$ cat src/rtl/ps2_key_decoder_if.sv
// PS/2 keyboard decoder bus: raw PS/2 pins in, decoded scan codes and held key levels out.
// The decoder takes the slave modport; whatever drives the PS/2 pins takes master.
interface ps2_key_decoder_if;
    logic       ps2_clk;
    logic       ps2_data;
    logic [7:0] scan_code;
    logic       scan_valid;
    logic       frame_err;
    logic       key_space;
    logic       key_right;
    logic       key_left;

    modport master (
        output ps2_clk, ps2_data,
        input  scan_code, scan_valid, frame_err, key_space, key_right, key_left
    );

    modport slave (
        input  ps2_clk, ps2_data,
        output scan_code, scan_valid, frame_err, key_space, key_right, key_left
    );
endinterface

$ cat src/rtl/ps2_key_decoder.sv
// PS/2 keyboard receiver plus make/break decoder for the space, left-arrow and right-arrow keys.
// Optional macro PS2_PARITY_CHECK_EN turns on odd-parity rejection of received bytes.
module ps2_key_decoder #(
    parameter int FILTER_LEN     = 8,
    parameter int TIMEOUT_CYCLES = 40000
) (
    input  logic             clk,
    input  logic             rst,
    ps2_key_decoder_if.slave bus
);
    localparam int FW = $clog2(FILTER_LEN + 1);
    localparam int TW = $clog2(TIMEOUT_CYCLES + 1);

    typedef enum logic [1:0] {RX_IDLE, RX_DATA, RX_PARITY, RX_STOP} rx_state_t;
    typedef enum logic [1:0] {DEC_BASE, DEC_EXT, DEC_BRK, DEC_EXT_BRK} dec_state_t;

    logic          clk_s1, clk_s2, dat_s1, dat_s2;
    logic          clk_filt, clk_filt_d;
    logic [FW-1:0] filt_cnt;
    logic          fall;
    logic          frame_ok;

    rx_state_t     rx_state;
    logic [2:0]    bit_cnt;
    logic [7:0]    shift;
    logic [TW-1:0] idle_cnt;
    logic [7:0]    scan_code_q;
    logic          scan_valid_q, frame_err_q;

    dec_state_t    dec_state;
    logic          key_space_q, key_right_q, key_left_q;

    // NOTE: synchronisers reset to 1 so the bus looks idle and no false falling edge appears on release.
    always_ff @(posedge clk or negedge rst) begin
        if (!rst) begin
            clk_s1 <= 1'b1;
            clk_s2 <= 1'b1;
            dat_s1 <= 1'b1;
            dat_s2 <= 1'b1;
        end else begin
            clk_s1 <= bus.ps2_clk;
            clk_s2 <= clk_s1;
            dat_s1 <= bus.ps2_data;
            dat_s2 <= dat_s1;
        end
    end

    // Filtered clock follows the synchronised clock only after FILTER_LEN consecutive disagreeing samples.
    always_ff @(posedge clk or negedge rst) begin
        if (!rst) begin
            clk_filt   <= 1'b1;
            clk_filt_d <= 1'b1;
            filt_cnt   <= '0;
        end else begin
            clk_filt_d <= clk_filt;
            if (clk_s2 == clk_filt) begin
                filt_cnt <= '0;
            end else if (filt_cnt == FW'(FILTER_LEN - 1)) begin
                clk_filt <= clk_s2;
                filt_cnt <= '0;
            end else begin
                filt_cnt <= filt_cnt + 1'b1;
            end
        end
    end

    assign fall = clk_filt_d & ~clk_filt;

`ifdef PS2_PARITY_CHECK_EN
    logic parity_ok;

    always_ff @(posedge clk or negedge rst) begin
        if (!rst)
            parity_ok <= 1'b0;
        else if (fall && rx_state == RX_PARITY)
            parity_ok <= ^{dat_s2, shift};
    end

    assign frame_ok = dat_s2 & parity_ok;
`else
    assign frame_ok = dat_s2;
`endif

    always_ff @(posedge clk or negedge rst) begin
        if (!rst) begin
            rx_state     <= RX_IDLE;
            bit_cnt      <= '0;
            shift        <= '0;
            idle_cnt     <= '0;
            scan_code_q  <= '0;
            scan_valid_q <= 1'b0;
            frame_err_q  <= 1'b0;
        end else begin
            scan_valid_q <= 1'b0;
            frame_err_q  <= 1'b0;
            if (rx_state == RX_IDLE || fall)
                idle_cnt <= '0;
            else
                idle_cnt <= idle_cnt + 1'b1;

            if (rx_state != RX_IDLE && !fall && idle_cnt == TW'(TIMEOUT_CYCLES - 1)) begin
                rx_state    <= RX_IDLE;
                frame_err_q <= 1'b1;
            end else if (fall) begin
                unique case (rx_state)
                    RX_IDLE: begin
                        if (!dat_s2) begin
                            rx_state <= RX_DATA;
                            bit_cnt  <= '0;
                        end
                    end
                    RX_DATA: begin
                        shift   <= {dat_s2, shift[7:1]};
                        bit_cnt <= bit_cnt + 1'b1;
                        if (bit_cnt == 3'd7)
                            rx_state <= RX_PARITY;
                    end
                    RX_PARITY: rx_state <= RX_STOP;
                    RX_STOP: begin
                        rx_state <= RX_IDLE;
                        if (frame_ok) begin
                            scan_code_q  <= shift;
                            scan_valid_q <= 1'b1;
                        end else begin
                            frame_err_q <= 1'b1;
                        end
                    end
                endcase
            end
        end
    end

    // Prefix tracker: E0 marks extended codes, F0 marks a release of the following code.
    always_ff @(posedge clk or negedge rst) begin
        if (!rst) begin
            dec_state   <= DEC_BASE;
            key_space_q <= 1'b0;
            key_right_q <= 1'b0;
            key_left_q  <= 1'b0;
        end else if (scan_valid_q) begin
            dec_state <= DEC_BASE;
            unique case (dec_state)
                DEC_BASE: begin
                    if (scan_code_q == 8'hE0)      dec_state   <= DEC_EXT;
                    else if (scan_code_q == 8'hF0) dec_state   <= DEC_BRK;
                    else if (scan_code_q == 8'h29) key_space_q <= 1'b1;
                end
                DEC_BRK: begin
                    if (scan_code_q == 8'h29) key_space_q <= 1'b0;
                end
                DEC_EXT: begin
                    if (scan_code_q == 8'hE0)      dec_state   <= DEC_EXT;
                    else if (scan_code_q == 8'hF0) dec_state   <= DEC_EXT_BRK;
                    else if (scan_code_q == 8'h6B) key_left_q  <= 1'b1;
                    else if (scan_code_q == 8'h74) key_right_q <= 1'b1;
                end
                DEC_EXT_BRK: begin
                    if (scan_code_q == 8'h6B)      key_left_q  <= 1'b0;
                    else if (scan_code_q == 8'h74) key_right_q <= 1'b0;
                end
            endcase
        end
    end

    assign bus.scan_code  = scan_code_q;
    assign bus.scan_valid = scan_valid_q;
    assign bus.frame_err  = frame_err_q;
    assign bus.key_space  = key_space_q;
    assign bus.key_right  = key_right_q;
    assign bus.key_left   = key_left_q;
endmodule
$ cat src/flat_wrapper.sv
// flat-port wrapper written by rule: the top's interface ports become plain ports
module ps2_key_decoder_flat 
#(
    parameter int FILTER_LEN     = 8,
    parameter int TIMEOUT_CYCLES = 40000
)
  (clk, rst, bus_ps2_clk, bus_ps2_data, bus_scan_code, bus_scan_valid, bus_frame_err, bus_key_space, bus_key_right, bus_key_left);
  ps2_key_decoder_if bus_i ();
  input  logic clk;
  input  logic rst;
  input wire logic [$bits(bus_i.ps2_clk)-1:0] bus_ps2_clk;
  input wire logic [$bits(bus_i.ps2_data)-1:0] bus_ps2_data;
  output wire logic [$bits(bus_i.scan_code)-1:0] bus_scan_code;
  output wire logic [$bits(bus_i.scan_valid)-1:0] bus_scan_valid;
  output wire logic [$bits(bus_i.frame_err)-1:0] bus_frame_err;
  output wire logic [$bits(bus_i.key_space)-1:0] bus_key_space;
  output wire logic [$bits(bus_i.key_right)-1:0] bus_key_right;
  output wire logic [$bits(bus_i.key_left)-1:0] bus_key_left;
  assign bus_i.ps2_clk = bus_ps2_clk;
  assign bus_i.ps2_data = bus_ps2_data;
  assign bus_scan_code = bus_i.scan_code;
  assign bus_scan_valid = bus_i.scan_valid;
  assign bus_frame_err = bus_i.frame_err;
  assign bus_key_space = bus_i.key_space;
  assign bus_key_right = bus_i.key_right;
  assign bus_key_left = bus_i.key_left;
  ps2_key_decoder #(.FILTER_LEN(FILTER_LEN), .TIMEOUT_CYCLES(TIMEOUT_CYCLES)) u_core (.clk(clk), .rst(rst), .bus(bus_i));
endmodule
$ cat config.mk
export PLATFORM = sky130hd
export DESIGN_NAME = ps2_key_decoder_flat
export DESIGN_NICKNAME = d
export VERILOG_FILES = /design/src/rtl/ps2_key_decoder_if.sv /design/src/rtl/ps2_key_decoder.sv /design/src/flat_wrapper.sv
export SDC_FILE = /design/constraint.sdc
export NUM_CORES = 1
export LEC_CHECK = 0
export BUFFER_PORTS_ARGS = -buffer_cell sky130_fd_sc_hd__buf_2
export CAP_MARGIN = 5
export CORE_MARGIN = 2
export CORE_UTILIZATION = 50
export CTS_CLUSTER_DIAMETER = 50
export DETAILED_ROUTE_END_ITERATION = 10
export GPL_ROUTABILITY_DRIVEN = 0
export GPL_TIMING_DRIVEN = 0
export PLACE_DENSITY = 0.68
export SETUP_SLACK_MARGIN = 0.1
export SLEW_MARGIN = 20
export SYNTH_ARGS = -nofsm -noshare
export SYNTH_HDL_FRONTEND = slang
export SYNTH_SLANG_ARGS = --single-unit
$ cat constraint.sdc
create_clock -name clk -period 3.45 [get_ports clk]
set_input_delay 0.345 -clock clk [delete_from_list [all_inputs] [get_ports clk]]
set_output_delay 0.345 -clock clk [all_outputs]
set_load 0.005 [all_outputs]
==> results of run 1 <==
state kept, by name, summed over array words and instances (netlist names), 2 cells and up:
signal and flops:
u_core.bit_cnt 3, u_core.bus.scan_code 8, u_core.dec_state 2, u_core.filt_cnt 4, u_core.idle_cnt 16, u_core.rx_state 2, u_core.shift 8
cells in the final DEF (no fill, tap or decap), types with 2 or more instances in the layout:
cell type  instances
and3_1             3
mux2_2            20
xor2_1             6
nand3_1           12
nand2b_1           2
o21ai_0            2
nor4_1             4
inv_1              8
nor3_1             7
nand4_1            5
xnor2_1            9
ha_1               8
dfrtp_1           48
nand2_1           13
buf_2             16
dfstp_2            6
a21oi_1            6
clkbuf_8           5
and2_1             2
nor2_1            22
nor2b_1            5
or4_1              2
final timing paths:
kind                            depth (start not counted)             endpoint               start  slack (ps)
worst max-delay path                                    6   u_core.rx_state[1]  u_core.rx_state[0]        1420
worst min-delay path                                    1  u_core.bus.key_left                 rst          30
worst max register to register                          6   u_core.rx_state[1]  u_core.rx_state[0]        1420
worst min register to register                          0        u_core.clk_s2       u_core.clk_s1         360
max in group asynchronous                               1      u_core.shift[5]                 rst        2940
min in group clk                                        1        u_core.dat_s1        bus_ps2_data         120
per-layer routing:
layer  up-vias  global-route usage [%]  wire, um
li1        766                       -         -
met1       755                   21.07      1826
met2        18                   26.33      1695
met3         7                   4.144       116
met4         0                   8.025        79
met5         -                       0         0
cell families after synthesis:
family | Yosys count | share of synthesized area, %
simple gates | 83 | 17.84
flops | 54 | 56.83
mux | 20 | 9.419
compound gates | 15 | 3.978
xor+xnor | 15 | 5.495
buf+inv | 12 | 2.250
fa+ha+maj | 8 | 4.186
layout make-up:
type	count	area (um2)
multi-input cells	141	978.4
clock buffers	5	68.82
flip-flops and latches	54	1359
well taps	54	67.56
clock inverters	3	25.02
plain buffers	3	20.02
fillers	404	2026
inverters	9	33.78
repair buffers	16	82.58
worst max-delay path, cell delays in order, from the launching register on:
cell and delay, ps:
dfrtp_1 420, inv_1 90, ha_1 250, or2_1 240, buf_2 170, or4_4 550, a22o_1 210
through the flow:
step           hold WS, ps  worst slack, ps
6_report             33.46             1420
5_1_grt              87.67             1310
4_1_cts              72.44             1407
3_5_place_dp         347.3             1429
3_3_place_gp         346.0             1445
2_1_floorplan        49.41             1557
power by group through the flow:
stage,sequential (mW),combinational (mW),clock (mW)
after floorplan,0.771,0.248,0
after global placement,0.784,0.315,0
after detailed placement,0.788,0.318,0
after CTS,0.776,0.319,0.382
after global routing,0.790,0.374,0.403
final,0.774,0.312,0.363
==> out/qor.csv, run 1 <==
stage,metric,value,unit
status,status,"finished, final reports clean",
clocking,H-tree depth,2,
power_and_ir_drop,Switching Fraction,31.61,%
power_and_ir_drop,Int Pwr,991.0,uW
power_and_ir_drop,pwr/cell area,549.9,mW/mm2
die,I/O Pins,17,
sta,final hold vios,0,
worst_setup_path,startpoint type of the worst setup path,flip-flop,
sta,worst-margin pin slew,672.8,ps
yosys,synth top area cells,"dfrtp_1 (50%), mux2_2 (9.4%), dfstp_2 (6.6%)",
placement,IO Port Bufs,16,
yosys,post-synth top area share,50.24,%
yosys,Yosys cell types,37,
clocking,hold buffers post-CTS,0,
die,cell row count,25,
layout,"Core Util, Final",56.54,%
placement,placed cell count,277,
yosys,mapped cell area,0.002391,mm2
route,vias per std cell,5.425,
power_and_ir_drop,power share of the sequential group,53.4,%
clocking,total CTS buffers,5,
route,DRC,0,
layout,number of diodes,0,
grt,grt total ovfl,0,
grt,initial antenna violation count,0,
route,First-pass DRT Iterations,4,
route,wire per inst,13.05,um
clocking,Root Buffer,clkbuf_8,
yosys,Syn Nets,219,
clocking,CTS Buffer Depth,2,
power_and_ir_drop,Gate power share,21.5,%
power_and_ir_drop,Clk pwr share,25.1,%
yosys,top-count cell post-synth,dfrtp_1,
clocking,CTS tree,built,
clocking,"Setup Fix Bufs, Post-CTS",0,
layout,area grow syn2layout,10.20,%
layout,final instance area,0.002635,mm2
sta,RSZ-0062 raised after global routing,no,
power_and_ir_drop,Peak VDD IR,0.0002648,V
layout,nets,242,
flow_run,max-cap violation count,0,
yosys,Gate Count Post-Synth,207,
sta,total negative slack,0,ps
route,vias post-DR,1546,
route,Initial DRC Count,81,
sta,worst rel slew slack,55.15,%
clocking,cts repair resizes,0,
worst_setup_path,Critical Path RT,3660,ps
yosys,"Seq/Total Area, Yosys",56.83,%
yosys,dominant synthesized flop cell,dfrtp_1,
clocking,clock slew at reported path FFs,110,ps
die,die width,73.15,um
sta,"Slew Viols, Final",0,
sta,"Min Clock Period, post-route",2030,ps
clocking,Skew-Pair Late Insertion Delay,320,ps
clocking,CTS sink cnt,54,
yosys,largest area contributor in the netlist,dfrtp_1,
hold_path,class of the worst hold path,primary input to async pin,
sta,Tcrit/Tclk final,58.85,%
worst_setup_path,type of destination of the critical path,flip-flop,
yosys,"Avg Cell Area, Syn",11.55,um2
power_and_ir_drop,Switching Power,458.1,uW
sta,fmax,0.4925,GHz
sta,endpoints failing setup,0,
worst_setup_path,critical path class,flip-flop to flip-flop,
power_and_ir_drop,Tot Pwr,1.449,mW
yosys,Post-synth EDFFs,0,
power_and_ir_drop,Leak,1.256,nW
route,DRT Wirelength,3718,um
die,die area,0.005351,mm2
placement,post-placement cell area,0.002541,mm2
yosys,Synthesis Warnings,0,
grt,first-pass GRT wire length,6734,um
layout,"non-filler cells, final",285,
yosys,"flops & latches, synth",54,
placement,dpl hpwl,2586,um
route,Final ANT Viol Nets,0,
die,core area,0.004661,mm2
grt,largest net degree at the start of global routing,55,
die,Initial Utilization,51.30,%
layout,share of cells above drive strength 1,23.38,%
worst_setup_path,Worst EP arrival,2240,ps
yosys,most frequent cells after synthesis,"dfrtp_1 (48), nor2_1 (22), mux2_2 (20)",
grt,Tot GR Track Use,16.55,%
sta,skew final,12.42,ps
grt,vias in the first global route,1544,
die,Vert. Die Dim,73.15,um
worst_setup_path,Critical Path Fanout Max,8,
yosys,asr flop ratio synth,100.0,%
(Power assumes the default switching activity.)
==> inputs of run 2 (changes only) <==
- ABC_AREA: not set -> 1
- PLACE_DENSITY: 0.68 -> 0.7
- clock period: 3.45 -> 1.7 ns (I/O delays scaled with it)
==> run 2 against run 1 <==
Core utilization grew 3.6 points. Count of clock-buffer cells in the layout is the same. Via count grew 27%. Synthesized area grew 8.6%. Final cell count grew 42%. Critical path depth grew 1. Combinational power grew to 3.1 times the previous value. Design area grew 16%. Maximum frequency grew 33%. Die area grew 8.2%. Sequential share of layout area shrank 7.0 points. Clock power grew 130%.
==> out/qor.csv, run 2 <==
stage,metric,value,unit
worst_setup_path,startpoint type of the worst setup path,flip-flop,
yosys,synth top area cells,"dfrtp_1 (46%), nand2_1 (9.1%), inv_1 (6.9%)",
yosys,Yosys cell types,31,
flow_run,max-cap violation count,0,
layout,share of cells above drive strength 1,24.11,%
layout,final instance area,0.003052,mm2
sta,worst rel slew slack,55.88,%
yosys,Gate Count Post-Synth,295,
die,die area,0.005787,mm2
placement,post-placement cell area,0.002768,mm2
layout,"commonest non-fill, non-tap cell in the layout",nand2_1,
yosys,largest area contributor in the netlist,dfrtp_1,
hold_path,Worst Hold Launch,u_core.clk_s1,
layout,"commonest non-fill, non-tap cells in the layout","nand2_1 (62), dfrtp_1 (48), inv_1 (44), nor2_1 (28), o21ai_0 (20)",
route,DRT Wirelength,4674,um
worst_setup_path,CP top delay family,simple AND/OR/NAND/NOR gates,
power_and_ir_drop,Peak VDD IR,0.0006618,V
yosys,Synthesis Warnings,0,
yosys,dominant synthesized flop cell,dfrtp_1,
placement,IO Port Bufs,16,
clocking,H-tree depth,2,
yosys,"Seq/Total Area, Yosys",52.31,%
layout,nets,347,
sta,Tcrit/Tclk final,89.76,%
route,Final ANT Viol Nets,0,
die,Initial Utilization,51.18,%
worst_setup_path,crit path buf inv count,0,
die,cell row count,26,
route,First-pass DRT Iterations,4,
layout,most flop-heavy register,u_core.idle_cnt,
worst_setup_path,Critical Path RT,1940,ps
worst_setup_path,reg-to-reg critical path endpoint,u_core.idle_cnt[14],
worst_setup_path,Worst EP arrival,1760,ps
yosys,"flops & latches, synth",54,
layout,number of diodes,0,
layout,area grow syn2layout,17.49,%
yosys,most frequent cells after synthesis,"nand2_1 (63), dfrtp_1 (48), inv_1 (48)",
worst_setup_path,cells on worst reg2reg path,7,
route,wire per inst,11.51,um
clocking,total CTS buffers,5,
grt,first-pass GRT wire length,7955,um
sta,final hold vios,0,
route,DRC,0,
worst_setup_path,type of destination of the critical path,flip-flop,
die,Vert. Die Dim,76.08,um
sta,"Slew Viols, Final",0,
sta,fmax,0.6553,GHz
layout,Largest register FFs,16,
worst_setup_path,critical path class,flip-flop to flip-flop,
power_and_ir_drop,pwr/cell area,1100,mW/mm2
placement,dpl hpwl,3122,um
die,I/O Pins,17,
hold_path,Hold Crit Depth,0,
worst_setup_path,Crit-path slowest cell,dfrtp_1,
grt,largest net degree at the start of global routing,55,
clocking,CTS tree,built,
grt,Tot GR Track Use,16.75,%
worst_setup_path,"setup slack, reg-to-reg",170,ps
yosys,"Avg Cell Area, Syn",8.805,um2
power_and_ir_drop,Leak,1.545,nW
clocking,CTS Buffer Depth,2,
sta,endpoints failing setup,0,
route,vias per std cell,4.823,
yosys,post-synth top area share,46.24,%
route,vias post-DR,1958,
clocking,Skew-Pair Late Insertion Delay,300,ps
clocking,clock slew at reported path FFs,90,ps
yosys,asr flop ratio synth,100.0,%
grt,initial antenna violation count,0,
route,Initial DRC Count,105,
grt,vias in the first global route,1806,
hold_path,class of the worst hold path,flip-flop to flip-flop,
sta,"Min Clock Period, post-route",1526,ps
die,die width,76.08,um
clocking,CTS sink cnt,54,
status,status,"finished, final reports clean",
layout,Multi-input gate area,0.001060,mm2
die,core area,0.005075,mm2
yosys,Post-synth EDFFs,0,
worst_setup_path,Critical Path Fanout Max,5,
clocking,Root Buffer,clkbuf_8,
layout,# fillers,477,
worst_setup_path,worst reg2reg startpoint,u_core.idle_cnt[0],
grt,grt total ovfl,0,
yosys,mapped cell area,0.002597,mm2
sta,skew final,5.959,ps
hold_path,Hold Crit Endpoint,u_core.clk_s2,
worst_setup_path,Worst path max stage delay,390,ps
sta,RSZ-0062 raised after global routing,yes,
power_and_ir_drop,Tot Pwr,3.356,mW
yosys,top-count cell post-synth,nand2_1,
layout,register area,0.001359,mm2
yosys,Syn Nets,307,
worst_setup_path,Worst path most repeated cell,nor2_1,
sta,worst-margin pin slew,661.8,ps
worst_setup_path,worst-path cell chain,ha_2 > nand3_4 > nor3_4 > nand2_1 > nor2_1 > a21oi_1 > nor2_1,
## run 2: cell types whose count changed after synthesis, sizes merged, moves of 3 or more
cell and delta:
nor2b -5, inv +41, nand2 +56, mux2 -20, a21oi +4, xnor2 -7, nor2 +12, or4 -3
nand3 +3, and3 -3, xor2 -4, o21ai +28
## run 2: area by class of cell
cell class                 count  share of cell area (%)
clock inverter                 3                   1.312
multi-input combinational    189                   34.73
tap                           70                   2.870
clock buffer                   5                   2.255
inverter                      50                   6.355
sequential                    54                   44.53
timing repair buffer          33                   7.134
buffer                         2                  0.8200
## run 2: worst reg2reg max path: stages (launching register included)
cell and delay (ps):
dfrtp_1 390, ha_2 230, nand3_4 150, nor3_4 270
nand2_1 120, nor2_1 140, a21oi_1 80, nor2_1 90
## run 2: through the flow
step                      worst slack [ps]  std cells  utilization [%]  TNS [ps]  hold slack, ps
final                                174.1        406            60.13         0           361.0
after global routing                 19.74        406            60.13         0           364.6
after CTS                            101.1        396            57.99         0           362.4
after detailed placement            -9.309        381            54.54    -11.47           255.5
after global placement               9.277        381            54.49         0           274.4
after floorplan                      201.9        295                -         0          -125.6
## run 2: how the worst max path moves through the flow
stage                        from                  end  slack (ps)  cells past startpoint
2_1_floorplan  u_core.rx_state[0]      u_core.shift[0]         200                     10
4_1_cts        u_core.rx_state[0]      u_core.shift[1]         100                     11
3_5_place_dp   u_core.rx_state[0]   u_core.rx_state[0]          -9                     10
5_1_grt        u_core.idle_cnt[0]  u_core.idle_cnt[14]          20                      7
6_report       u_core.idle_cnt[0]  u_core.idle_cnt[14]         170                      7
3_3_place_gp   u_core.rx_state[0]   u_core.rx_state[1]           9                     10
## run 2: kinds of logic (layout without fill, tap and decap cells)
kind of cell / count (synthesis) / after routing / synth area share [%]
AO/OA/AOI/OAI: 42 / 42 / 9.394
XOR/XNOR: 4 / 4 / 1.349
adder cells (fa/ha/maj): 8 / 8 / 3.854
buffers and inverters: 52 / 93 / 8.285
flip-flops: 54 / 54 / 52.31
AND/OR/NAND/NOR: 135 / 135 / 24.81
## run 2: metal layers
layer / share of wire (%) / GRT usage (%) / up-vias / routed length (um)
met1: 49 / 22.45 / 910 / 2290
met4: 1.2 / 4.545 / 0 / 55
met3: 2.4 / 4.621 / 6 / 111
met5: 0 / 0 / - / 0
li1: - / - / 1014 / -
met2: 47 / 27.05 / 28 / 2217
## run 2: power breakdown
part / switching (mW) / total, mW / internal (mW)
Sequential: 0.110 / 1.54 / 1.43
Clock: 0.404 / 0.838 / 0.434
Combinational: 0.529 / 0.979 / 0.450
Total: 1.04 / 3.36 / 2.31
## run 2: timing repair
action | in CTS | in global routing
hold endpoints to repair | 50 | 0
hold buffers | 3 | 0
buffers inserted | 4 | 10
endpoints found under the setup margin | 10 | 15
gates resized for setup | 2 | 10
pin swaps | 2 | 4
==> inputs of run 3 (changes only) <==
- BUFFER_PORTS_ARGS: -buffer_cell sky130_fd_sc_hd__buf_2 -> -buffer_cell sky130_fd_sc_hd__buf_4
==> run 3 against run 2 <==
Worst hold slack about the same. Final cell count increased by 0.25%. Clock skew increased by 3.4 ps. Setup slack got worse by 40 ps. Sequential share of layout area decreased by 1.1 points. Count of clock-buffer cells in the layout increased by 1. Critical path type unchanged. Largest power group unchanged.
==> out/qor.csv, run 3 (synthesized netlist as in run 2, its figures left out) <==
stage,metric,value,unit
placement,dpl hpwl,3138,um
clocking,CTS sink cnt,54,
layout,most flop-heavy register,u_core.idle_cnt,
sta,worst rel slew slack,55.87,%
grt,Tot GR Track Use,16.65,%
clocking,clock slew at reported path FFs,100,ps
power_and_ir_drop,pwr/cell area,1048,mW/mm2
grt,initial antenna violation count,0,
route,First-pass DRT Iterations,4,
route,vias per std cell,4.813,
sta,"Slew Viols, Final",0,
grt,vias in the first global route,1783,
sta,"Min Clock Period, post-route",1566,ps
placement,IO Port Bufs,16,
die,cell row count,26,
clocking,CTS Buffer Depth,2,
route,Initial DRC Count,102,
worst_setup_path,Critical Path RT,1900,ps
route,Final ANT Viol Nets,0,
grt,first-pass GRT wire length,7928,um
sta,fmax,0.6387,GHz
route,vias post-DR,1959,
die,I/O Pins,17,
worst_setup_path,critical path class,flip-flop to flip-flop,
sta,skew final,9.324,ps
grt,grt total ovfl,0,
status,status,"finished, final reports clean",
die,Vert. Die Dim,76.08,um
clocking,H-tree depth,2,
power_and_ir_drop,Leak,1.550,nW
die,core area,0.005075,mm2
placement,post-placement cell area,0.002805,mm2
layout,final instance area,0.003132,mm2
worst_setup_path,Worst path max stage delay,440,ps
sta,final hold vios,0,
clocking,Root Buffer,clkbuf_8,
die,die width,76.08,um
layout,"commonest non-fill, non-tap cells in the layout","nand2_1 (63), dfrtp_1 (48), inv_1 (45), buf_4 (29), nor2_1 (28)",
sta,RSZ-0062 raised after global routing,yes,
layout,Largest register FFs,16,
layout,share of cells above drive strength 1,23.74,%
route,wire per inst,11.49,um
worst_setup_path,startpoint type of the worst setup path,flip-flop,
clocking,Skew-Pair Late Insertion Delay,300,ps
worst_setup_path,worst-path cell chain,inv_2 > ha_4 > inv_1 > nand2_4 > nor2_4 > nand3_4 > nand2_4 > nor2_4 > clkbuf_16 > o21ai_2,
layout,"commonest non-fill, non-tap cell in the layout",nand2_1,
sta,Tcrit/Tclk final,92.11,%
grt,largest net degree at the start of global routing,55,
clocking,CTS tree,built,
worst_setup_path,Critical Path Fanout Max,5,
placement,Place WS,-27.80,ps
clocking,total CTS buffers,5,
worst_setup_path,CP top delay family,simple AND/OR/NAND/NOR gates,
worst_setup_path,Crit-path slowest cell,dfrtp_1,
hold_path,class of the worst hold path,flip-flop to flip-flop,
die,die area,0.005787,mm2
sta,endpoints failing setup,0,
layout,area grow syn2layout,20.57,%
layout,number of diodes,0,
worst_setup_path,type of destination of the critical path,flip-flop,
route,DRC,0,
sta,worst-margin pin slew,662.0,ps
sta,post-route worst setup slack,134.2,ps
layout,nets,348,
die,Initial Utilization,51.18,%
worst_setup_path,"setup slack, reg-to-reg",130,ps
worst_setup_path,Worst EP arrival,1770,ps
power_and_ir_drop,Peak VDD IR,0.0006745,V
worst_setup_path,crit path buf inv count,3,
flow_run,max-cap violation count,0,
route,DRT Wirelength,4677,um
## run 3: changes by cell type in the layout (fill, tap and decap cells not counted), sizes merged
cell	previous run	this run
clkinvlp	1	2
clkbuf	5	7
inv	49	50
bufinv	1	0
clkinv	2	0
## run 3: area by class of cell
| type | instances | area (um2) |
|---|---|---|
| fillers | 460 | 1943 |
| well taps | 70 | 87.58 |
| plain buffers | 2 | 25.02 |
| inverters | 50 | 193.9 |
| clock inverters | 2 | 16.27 |
| flip-flops and latches | 54 | 1359 |
| repair buffers | 34 | 292.8 |
| multi-input cells | 189 | 1075 |
| clock buffers | 6 | 82.58 |
## run 3: report_power, final
group          internal [mW]  switching (mW)  leakage [nW]  total (mW)
Clock                  0.336           0.410        0.0478       0.745
Sequential              1.43           0.113         0.725        1.54
Combinational          0.460           0.535         0.778       0.995
Total                   2.23            1.06          1.55        3.28
## run 3: layer usage
metal	wire length (um)	up-vias	global-route usage (%)
li1	-	1009	-
met1	2310	923	22.65
met2	2199	23	27.41
met3	123	4	2.962
met4	43	0	5.273
met5	0	-	0
## run 3: path summary, 6_finish.rpt
kind | from | end | depth (start not counted)
max in group asynchronous | rst | u_core.idle_cnt[0] | 2
setup / recovery | u_core.rx_state[1] | u_core.shift[6] | 10
hold reg to reg | u_core.clk_s1 | u_core.clk_s2 | 0
hold / removal | u_core.clk_s1 | u_core.clk_s2 | 0
setup reg to reg | u_core.rx_state[1] | u_core.shift[6] | 10
min in group asynchronous | rst | u_core.shift[7] | 2
## run 3: metrics by stage
| step | power, mW | setup TNS [ps] | hold slack (ps) | util, % | cells |
|---|---|---|---|---|---|
| after floorplan | 2.096 | 0 | -125.6 | - | 295 |
| after global placement | 2.250 | -2.859 | 254.3 | 55.28 | 381 |
| after detailed placement | 2.266 | -51.72 | 251.7 | 55.28 | 381 |
| after CTS | 3.111 | 0 | 361.6 | 58.90 | 396 |
| after global routing | 3.513 | 0 | 364.4 | 61.71 | 407 |
| final | 3.283 | 0 | 361.1 | 61.71 | 407 |
## run 3: what timing repair did
item	CTS	global route
endpoints found under the hold margin	50	0
resized for setup	3	9
setup endpoints to repair	11	20
hold buffers	3	0
buffers inserted	4	10
cloned	0	1
pin swaps	2	3
